## src/rtl/uart_tx_frame_arbiter.sv

```systemverilog
// uart_tx_frame_arbiter: round-robin framing arbiter sharing one uart_tx among NUM_REQ byte streams
module uart_tx_frame_arbiter #(
    parameter int         NUM_REQ       = 4,
    parameter logic [3:0] HEADER_TAG    = 4'hA,
    parameter int         MAX_FRAME_LEN = 64
) (
    input  logic                   clk_in,
    input  logic                   rst_n_in,
    input  logic [NUM_REQ-1:0]     req_valid_in,
    input  logic [8*NUM_REQ-1:0]   req_data_in,
    input  logic [NUM_REQ-1:0]     req_last_in,
    output logic [NUM_REQ-1:0]     req_ready_out,
    output logic [7:0]             tx_byte_out,
    output logic                   tx_valid_out,
    input  logic                   tx_ready_in,
    output logic [NUM_REQ-1:0]     grant_out,
    output logic                   busy_out,
    output logic                   frame_done_out,
    output logic                   trunc_out
);
    localparam int IW = $clog2(NUM_REQ);
    localparam int CW = $clog2(MAX_FRAME_LEN + 1);
    localparam logic [1:0] IDLE = 2'd0, TX_HOLD = 2'd1, TX_WAIT = 2'd2, FETCH = 2'd3;

    logic [1:0]    state;
    logic [IW-1:0] win, rr_ptr, pick;
    logic [CW-1:0] count;
    logic          done, trunc;
    logic          win_valid, win_last, at_limit;
    logic [7:0]    win_data;

    function automatic logic [IW-1:0] nxt(input logic [IW-1:0] p, input int k);
        return IW'((int'(p) + k) % NUM_REQ);
    endfunction

    // descending scan so the nearest valid index after rr_ptr wins
    always_comb begin
        pick = rr_ptr;
        for (int k = NUM_REQ; k >= 1; k--)
            if (req_valid_in[nxt(rr_ptr, k)]) pick = nxt(rr_ptr, k);
    end

    assign win_valid     = req_valid_in[win];
    assign win_last      = req_last_in[win];
    assign win_data      = req_data_in[{win, 3'b000} +: 8];
    assign at_limit      = count == CW'(MAX_FRAME_LEN - 1);
    assign req_ready_out = (state == FETCH) ? grant_out : '0;
    assign busy_out      = state != IDLE;

    always_ff @(posedge clk_in) begin
        if (!rst_n_in) begin
            state          <= IDLE;
            win            <= '0;
            rr_ptr         <= IW'(NUM_REQ - 1);
            grant_out      <= '0;
            count          <= '0;
            done           <= 1'b0;
            trunc          <= 1'b0;
            tx_byte_out    <= '0;
            tx_valid_out   <= 1'b0;
            frame_done_out <= 1'b0;
            trunc_out      <= 1'b0;
        end else begin
            tx_valid_out   <= 1'b0;
            frame_done_out <= 1'b0;
            trunc_out      <= 1'b0;
            case (state)
                IDLE: if (tx_ready_in && |req_valid_in) begin
                    win          <= pick;
                    grant_out    <= NUM_REQ'(1) << pick;
                    tx_byte_out  <= {HEADER_TAG, 4'(pick)};
                    tx_valid_out <= 1'b1;
                    count        <= '0;
                    done         <= 1'b0;
                    trunc        <= 1'b0;
                    state        <= TX_HOLD;
                end
                // uart_tx ready lags the valid pulse by a cycle
                TX_HOLD: state <= TX_WAIT;
                TX_WAIT: if (tx_ready_in) begin
                    if (done) begin
                        frame_done_out <= 1'b1;
                        trunc_out      <= trunc;
                        rr_ptr         <= win;
                        grant_out      <= '0;
                        state          <= IDLE;
                    end else begin
                        state <= FETCH;
                    end
                end
                default: if (win_valid) begin
                    tx_byte_out  <= win_data;
                    tx_valid_out <= 1'b1;
                    count        <= count + 1'b1;
                    done         <= win_last || at_limit;
                    trunc        <= !win_last && at_limit;
                    state        <= TX_HOLD;
                end
            endcase
        end
    end
endmodule

```

## config.mk

```make
export PLATFORM = sky130hd
export DESIGN_NAME = uart_tx_frame_arbiter
export DESIGN_NICKNAME = d
export VERILOG_FILES = /design/src/rtl/uart_tx_frame_arbiter.sv
export SDC_FILE = /design/constraint.sdc
export NUM_CORES = 1
export LEC_CHECK = 0
export ABC_AREA = 1
export ABC_CLOCK_PERIOD_IN_PS = 2100
export CORE_ASPECT_RATIO = 0.7
export CORE_MARGIN = 10
export CORE_UTILIZATION = 46
export DETAILED_ROUTE_END_ITERATION = 6
export PLACE_DENSITY = 0.79
export RECOVER_POWER = 25
export SLEW_MARGIN = 20
export SYNTH_ARGS = -nofsm -noshare
export SYNTH_HDL_FRONTEND = slang
export SYNTH_SLANG_ARGS = --single-unit
```

## constraint.sdc

```tcl
create_clock -name clk_in -period 2.1 [get_ports clk_in]
set_clock_uncertainty 0.05 [all_clocks]
set_input_delay 0.315 -clock clk_in [delete_from_list [all_inputs] [get_ports clk_in]]
set_output_delay 0.315 -clock clk_in [all_outputs]
set_load 0.02 [all_outputs]
```

; Yosys cells after proc, flatten, opt, wreduce, memory -nomap -nowiden
; Index checks and enable logic that the tools add are counted.
[totals]
register_bits = 30
latchBits = 0
ram_bits = 0
romBits = 0
in_bits = 43
out_inout_bits = 20
word_cells = 90
mem_count = 0
[classes]
add_sub_neg = 5
n_mul = 0
div_mod_pow = 0
magnitude_cmp = 5
eq_ne = 7
n_shift = 2
mux = 41
bitwise = 1
n_reduce_logical = 18
[ops]
columns = cell, count
row1 = 32-bit by 6-bit indexed part select with 8-bit output, 1
row2 = 2-bit two-way mux, 8
row3 = 4-bit two-way mux, 4
row4 = 8-bit two-way mux, 2
row5 = 8-bit case mux with 2 select lines, 1
row6 = 2-bit by 3-bit < comparator with 1-bit output (second input constant), 5
row7 = 7-bit two-way mux, 2
row8 = 7-bit case mux with 2 select lines, 1
row9 = 1-bit binary-select mux with 2-bit select, 6
row10 = 1-bit two-way mux, 12
row11 = 3-bit AND reduction, 4
row12 = 4-bit case mux with 2 select lines, 1
row13 = 4-bit AND reduction, 2
row14 = 7-bit by 1-bit adder with 7-bit output (second input constant), 1
row15 = 7-bit by 6-bit equality test with 1-bit output (second input constant), 1
row16 = 2-bit inequality test (second input constant), 3
row17 = 1-bit case mux with 2 select lines, 3
row18 = 2-bit case mux with 3 select lines, 1
row19 = 2-bit nonzero test, 3
row20 = 2-bit by 1-bit adder with 2-bit output (second input constant), 2
row21 = 2-bit adder (second input constant), 2
row22 = 2-bit equality test (second input constant), 2
row23 = 4-bit nonzero test, 1
row24 = 4-bit OR reduction, 1
row25 = other kinds (9), 10

; Depth between registers and ports, before layout
; Gate-level depths: netlist of the first run.
[depth]
ltp_word = 10
mapped_depth = 12
ltp_nobuf = 11

; Worst setup path after synthesis of the first run
; No wires, ideal clock.
[synth_path]
kind = reg2reg
startpoint = register state[0]
endpoint = register count[4]
setup_ps = 115
arrival_time_ps = 1390
required_time_ps = 1935
slack_ps = 544
path_stages_with_launch = 10
n_path_buf = 1
synth_period_minus_slack_ps = 1556
cell_sequence = dfxtp_1 > inv_1 > ha_1 > inv_2 > nand2_2 > nand2_2 > nor2_4 > buf_6 > a31oi_1 > nor2_1
[synth_via]
elab_chain_cells = 4
elab_cells_between_ends = 9
classes_between = 3 x eq/ne / 1 x mux / 1 x bitwise / 4 x reduce/logical
[synth_lines]
columns = item, line
row1 = start: declaration, 25  ; logic [1:0] state;
row2 = start signal: assignment, 52  ; state <= IDLE;
row3 = start signal: assignment, 76  ; state <= TX_HOLD;
row4 = start signal: assignment, 79  ; TX_HOLD: state <= TX_WAIT;
row5 = 2-bit equality test / 2-bit by 1-bit equality test with 1-bit output (equally long branches), 67  ; case (state)
row6 = 2-bit OR reduction (no line), n/a
row7 = 1-bit NOT (no line), n/a
row8 = 3-bit AND reduction (no line), n/a
row9 = end signal: assignment, 94  ; count <= count + 1'b1;
row10 = end: declaration, 27  ; logic [CW-1:0] count;
; Several ways; a longest one is shown, not always the timed one.
; A chain may end at the register's enable or synchronous reset.

; Worst setup path after layout of the first run
[layout_path]
startpoint = register state[1]
endpoint = output req_ready_out[2]
[layout_via]
elab_chain_cells = 2
[layout_lines]
columns = item, line
row1 = 2-bit equality test, 47  ; assign req_ready_out = (state == FETCH) ? grant_out : '0;
row2 = 4-bit two-way mux, 47
row3 = end: declaration, 12  ; output logic [NUM_REQ-1:0] req_ready_out,
; Every way passes these cells.

==> qor.txt, run 1 <==
Flop-to-flop setup slack: 0.29 ns
Initial antenna violation count: 0
Top-area cell type share of the netlist area: 31.9%
Hold path endpoint: tx_byte_out[6]
VDD IR max: 0.725 mV
Most Crowded Layer GR: met2
Seq/Total Area, Yosys: 31.9%
Vias: 2040
Row cnt: 19
Io pins: 63
Total Power: 2.60 mW
Final setup TNS: 0 ns
GR Util met2: 23.2%
# Post-CTS Setup Buffers: 0
Worst Path Buf+Inv: 2
Worst r2r src: state[0]
Die X: 96.5 um
Clk sink count: 30
Path depth of the worst reg2reg path: 8
Rel. slew slack: 61.4%
Area Growth Syn to Fin: 40.7%
Hold path cells: 2
Grt met1 use: 21.4%
Net Count, Synth: 336
Drt wl/cell: 13.8 um
TritonCTS Buffers: 5
# hold bufs at CTS: 0
CTS H-Tree Depth: 2
Largest net degree at the start of global routing: 20
Setup CP Type: register to primary output
DRC violations left: 0
Final min period: 1.98 ns
Post-Syn Area: 1880 um2
Synth area leaders: dfxtp_1, nand2_1, a21oi_1
Final Slew Violations: 0
GR Util met3: 4.68%
Number of synthesized flops with an enable pin: 0
Later-pin clock latency in the skew report: 0.28 ns
Yosys cell types: 29
Detail Route Antenna Nets: 0
Post-Route WL: 5630 um
Initial core utilization: 48.0%
Pwr Density: 981 nW/um2
Share of layout cells above drive strength 1: 11.2%
CORE AREA: 3920 um2
First-pass GRT wire length: 8930 um
Largest delay share family, worst path: buffers and inverters
Worst reg2reg endpoint: count[3]
GR Util All Layers: 15.4%
Vias in the first global route: 1821
Post-synth top cells: nand2_1, inv_1, dfxtp_1
Reg clk slew, reported paths: 0.07 ns
RSZ-0062 raised after global routing: false
Avg Synthesized Cell Area: 6.54 um2
Async set or reset register ratio after synthesis: 0%
CP max FO: 5
Gp weighted congestion: 0.940
Fmax: 0.504 GHz
Ys Warns: 0
Critical path endpoint category: primary output
Drt first-iter violations: 117
Critical Path Start Type: register
Worst slew pin tran: 0.578 ns
Hold path startpoint: tx_byte_out[6]
CTS tree: yes
Clk buf depth: 2
WP data required: 1.74 ns
Part of the cycle the worst path needs: 94.5%
Setup violations, final: 0
Die Area: 7090 um2
Final net count: 403
CTS Root Cell: clkbuf_8
CP cell instances: ha_2, nand2_1, inv_1, clkdlybuf4s50_1
#FFs+latches synth: 30
Leakage: 1.24 nW
Worst EP arrival: 1.62 ns
Status: completed
Slowest CP cell: clkdlybuf4s50_1
Count leader, synth: nand2_1
Gr ovfl total: 0
Top_reg_cell synth: dfxtp_1
Syn Inst Count: 288
Cell taking the most area after synthesis: dfxtp_1
# diodes: 0
Port Buffers: 62
1st-pass router iterations: 4
Hold WC Path Type: register to register
Vias per cell: 5.00
Slowest stage delay, CP: 0.59 ns
Die Y: 73.5 um
Hold Vio Cnt, Final: 0
Max cap viols: 0
Post-DP HPWL: 4440 um
-- flip-flops by register name, summed over array words and instances, names as in the netlist, 2 cells and up --
signal,cells
count,7
grant_out,4
rr_ptr,2
state,2
tx_byte_out,8
win,2
-- cells by family (layout without fill, tap and decap cells) --
family | after synthesis | count (layout) | share of synthesized area [%]
AO/OA/AOI/OAI | 70 | 70 | 21.7
XOR/XNOR | 1 | 1 | 0.465
adder cells (fa/ha/maj) | 5 | 5 | 3.32
buffers and inverters | 47 | 115 | 11.2
flip-flops | 30 | 30 | 31.9
AND/OR/NAND/NOR | 135 | 135 | 31.4
-- where the power goes --
| part | switching [mW] | internal [mW] | leakage (nW) |
|---|---|---|---|
| sequential | 0.0885 | 0.679 | 0.245 |
| combinational | 0.828 | 0.520 | 0.951 |
| clock | 0.222 | 0.263 | 0.0472 |
| total | 1.14 | 1.46 | 1.24 |
-- per-layer routing --
layer | share of wire (%) | vias up
li1 | - | 1074
met4 | 0.16 | 0
met3 | 8.1 | 4
met1 | 50 | 904
met5 | 0 | -
met2 | 42 | 58
-- through the flow --
stage / instances / hold WS (ns) / cell area (um2) / util (%) / worst slack (ns)
2_1_floorplan: 288 / 0.387 / 1880 / - / 0.544
3_3_place_gp: 400 / 0.398 / 2560 / 65.2 / 0.113
3_5_place_dp: 400 / 0.406 / 2560 / 65.2 / 0.0500
4_1_cts: 408 / 0.416 / 2650 / 67.6 / 0.0431
5_1_grt: 408 / 0.440 / 2650 / 67.6 / 0.00686
6_report: 408 / 0.414 / 2650 / 67.6 / 0.115
-- cell usage in the layout, fill, tap and decap left out, drive strengths merged --
cell type	n
nand2	84
clkdlybuf4s50	51
inv	37
a21oi	31
dfxtp	30
o21ai	28
nor2	25
nand3	20
clkbuf	8
dlygate4sd3	7
buf	6
o22ai	5
ha	5
nand4	3
a31oi	3
dlymetal6s2s	3
a32o	2
nor3	2
and3	1
xnor2	1
o221ai	1
clkinvlp	1
clkinv	1
dlygate4sd2	1
-- worst register-to-register path, stage by stage (launching register included) --
cell and delay, ns:
dfxtp_1 0.38, inv_1 0.08, ha_1 0.33, inv_1 0.15
nand2_2 0.09, nor2_4 0.30, buf_4 0.20, nand2_2 0.05
a21oi_2 0.12
-- how the worst max path moves through the flow --
stage / from / slack (ns) / depth (start not counted) / end
after CTS: state[1] / 0.04 / 4 / req_ready_out[1]
final: state[1] / 0.12 / 4 / req_ready_out[2]
after global routing: state[1] / 0.007 / 4 / req_ready_out[2]
after detailed placement: req_valid_in[3] / 0.05 / 8 / count[3]
after global placement: req_valid_in[3] / 0.11 / 8 / count[3]
after floorplan: state[0] / 0.54 / 9 / count[4]
-- final cells by class --
class | instances | area (um2)
fill | 346 | 1270
multi-input combinational | 211 | 1070
timing repair buffer | 70 | 679
sequential | 30 | 601
inverter | 37 | 141
clock buffer | 6 | 82.6
tap | 52 | 65.1
clock inverter | 2 | 12.5
-- repair_timing --
item | 4_1_cts | 5_1_grt
resized for setup | 1 | 4
hold endpoints to repair | 0 | 0
endpoints found under the setup margin | 1 | 4
No activity file was read; power rests on OpenSTA's default activity.
==> run 2: changes to the inputs <==
SETUP_SLACK_MARGIN = 0.3   (was unset)
==> qor.txt, run 2 (synthesis gave the netlist of run 1 again) <==
Drt first-iter violations: 101 (was 117)
Die X: 96.5 um (unchanged)
Largest net degree at the start of global routing: 20 (unchanged)
CP cell instances: dlygate4sd3_1, inv_1, nand4_1, a21oi_2, nor2_4, buf_12, buf_4, nand2_2, a21oi_2 (was ha_2, nand2_1, inv_1, clkdlybuf4s50_1)
DRC violations left: 0 (unchanged)
Post-DP HPWL: 4440 um (unchanged)
Clk buf depth: 2 (unchanged)
Final WS setup: 0.294 ns (was 0.115 ns)
VDD IR max: 0.715 mV (was 0.725 mV)
# diodes: 0 (unchanged)
Final setup TNS: 0 ns (unchanged)
Setup CP Type: input pin to register (was register to primary output)
Leakage: 1.21 nW (was 1.24 nW)
Vias: 2026 (was 2040)
Status: completed (unchanged)
Area Growth Syn to Fin: 41.3% (was 40.7%)
Part of the cycle the worst path needs: 86.0% (was 94.5%)
Rel. slew slack: 61.3% (was 61.4%)
Worst EP arrival: 1.94 ns (was 1.62 ns)
1st-pass router iterations: 5 (was 4)
Pre-CTS setup slack: 0.0500 ns (unchanged)
Vias per cell: 4.95 (was 5.00)
Fin Hold WS: 0.414 ns (about the same)
Hold WC Path Type: register to register (unchanged)
Row cnt: 19 (unchanged)
RSZ-0062 raised after global routing: false (unchanged)
Reg clk slew, reported paths: 0.07 ns (about the same)
Drt wl/cell: 13.7 um (was 13.8 um)
Die Y: 73.5 um (unchanged)
Max cap viols: 0 (unchanged)
Io pins: 63 (unchanged)
GR Util All Layers: 15.5% (was 15.4%)
Gr ovfl total: 0 (unchanged)
Share of layout cells above drive strength 1: 12.6% (was 11.2%)
Pwr Density: 1010 nW/um2 (was 981 nW/um2)
Largest regs: tx_byte_out (8), count (7), grant_out (4) (unchanged)
CTS H-Tree Depth: 2 (unchanged)
Final Slew Violations: 0 (unchanged)
Slowest CP cell: dlygate4sd3_1 (was clkdlybuf4s50_1)
Max reg flops: 8 (unchanged)
Port Buffers: 62 (unchanged)
Initial antenna violation count: 0 (unchanged)
TritonCTS Buffers: 5 (unchanged)
Most frequent cells in the layout: nand2_1, clkdlybuf4s50_1, inv_1 (unchanged)
Commonest non-fill, non-tap cell in the layout: nand2_1 (unchanged)
Detail Route Antenna Nets: 0 (unchanged)
Number of fill cells: 345 (was 346)
Final net count: 404 (was 403)
Final min period: 1.81 ns (was 1.98 ns)
CP max FO: 15 (was 5)
Hold Vio Cnt, Final: 0 (unchanged)
Die Area: 7090 um2 (unchanged)
Worst slew pin tran: 0.580 ns (was 0.578 ns)
CORE AREA: 3920 um2 (unchanged)
Critical path endpoint category: register (was primary output)
Slowest stage delay, CP: 0.59 ns (about the same)
Post-Route WL: 5610 um (was 5630 um)
Fmax: 0.554 GHz (was 0.504 GHz)
WP data required: 2.23 ns (was 1.74 ns)
CP dominant cell by count: a21oi_2
Placed cell area: 2560 um2 (unchanged)
Later-pin clock latency in the skew report: 0.28 ns (about the same)
Gp weighted congestion: 0.940 (unchanged)
CTS Root Cell: clkbuf_8 (unchanged)
Clk sink count: 30 (unchanged)
# hold bufs at CTS: 0 (unchanged)
CTS tree: yes (unchanged)
Vias in the first global route: 1836 (was 1821)
Setup violations, final: 0 (unchanged)
Biggest register: tx_byte_out (unchanged)
Initial core utilization: 48.0% (unchanged)
First-pass GRT wire length: 9010 um (was 8930 um)
Final Cell Area: 2660 um2 (was 2650 um2)
Critical Path Start Type: input pin (was register)
Final core occ: 67.8% (was 67.6%)
-- run 2: repair_timing --
action	CTS	global route
endpoints found under the setup margin	6	9
setup buffers	1	0
pin swaps	1	0
gates resized for setup	6	8
-- run 2: report_power, final --
group | leakage, nW | switching, mW | internal (mW)
clock | 0.0472 | 0.222 | 0.263
combinational | 0.913 | 0.849 | 0.578
sequential | 0.245 | 0.0895 | 0.681
-- run 2: path summary, 6_finish.rpt --
| path | from | end | slack [ns] | cells past startpoint |
|---|---|---|---|---|
| worst max-delay path | req_valid_in[3] | count[3] | 0.29 | 9 |
| worst min-delay path | tx_byte_out[6] | tx_byte_out[6] | 0.41 | 2 |
| worst max register to register | state[0] | count[3] | 0.44 | 9 |
| worst min register to register | tx_byte_out[6] | tx_byte_out[6] | 0.41 | 2 |
-- run 2: critical path: cells and delay by family --
| family | cells | cell delay (ns) |
|---|---|---|
| and+or+nand+nor | 3 | 0.32 |
| AOI/OAI and AO/OA | 2 | 0.33 |
| buffers and inverters | 4 | 0.96 |
-- run 2: stage by stage --
step	total power, mW	cells
6_report	2.68	409
5_1_grt	2.89	409
4_1_cts	2.70	409
3_5_place_dp	2.15	400
3_3_place_gp	2.12	400
2_1_floorplan	1.68	288
-- run 2: layer usage --
| layer | global-route usage (%) | vias up | share of wire, % |
|---|---|---|---|
| met5 | 0 | - | 0 |
| met2 | 23.5 | 59 | 42 |
| met3 | 4.68 | 2 | 8.3 |
| met1 | 21.5 | 891 | 50 |
| met4 | 1.93 | 0 | 0.071 |
| li1 | - | 1074 | - |
-- run 2: layout make-up --
cell class | instances | area, um2 | share of cell area [%]
inverter | 37 | 144 | 5.41
clock inverter | 2 | 12.5 | 0.470
timing repair buffer | 71 | 686 | 25.8
tap | 52 | 65.1 | 2.44
clock buffer | 6 | 82.6 | 3.10
multi-input combinational | 211 | 1070 | 40.2
sequential | 30 | 603 | 22.7
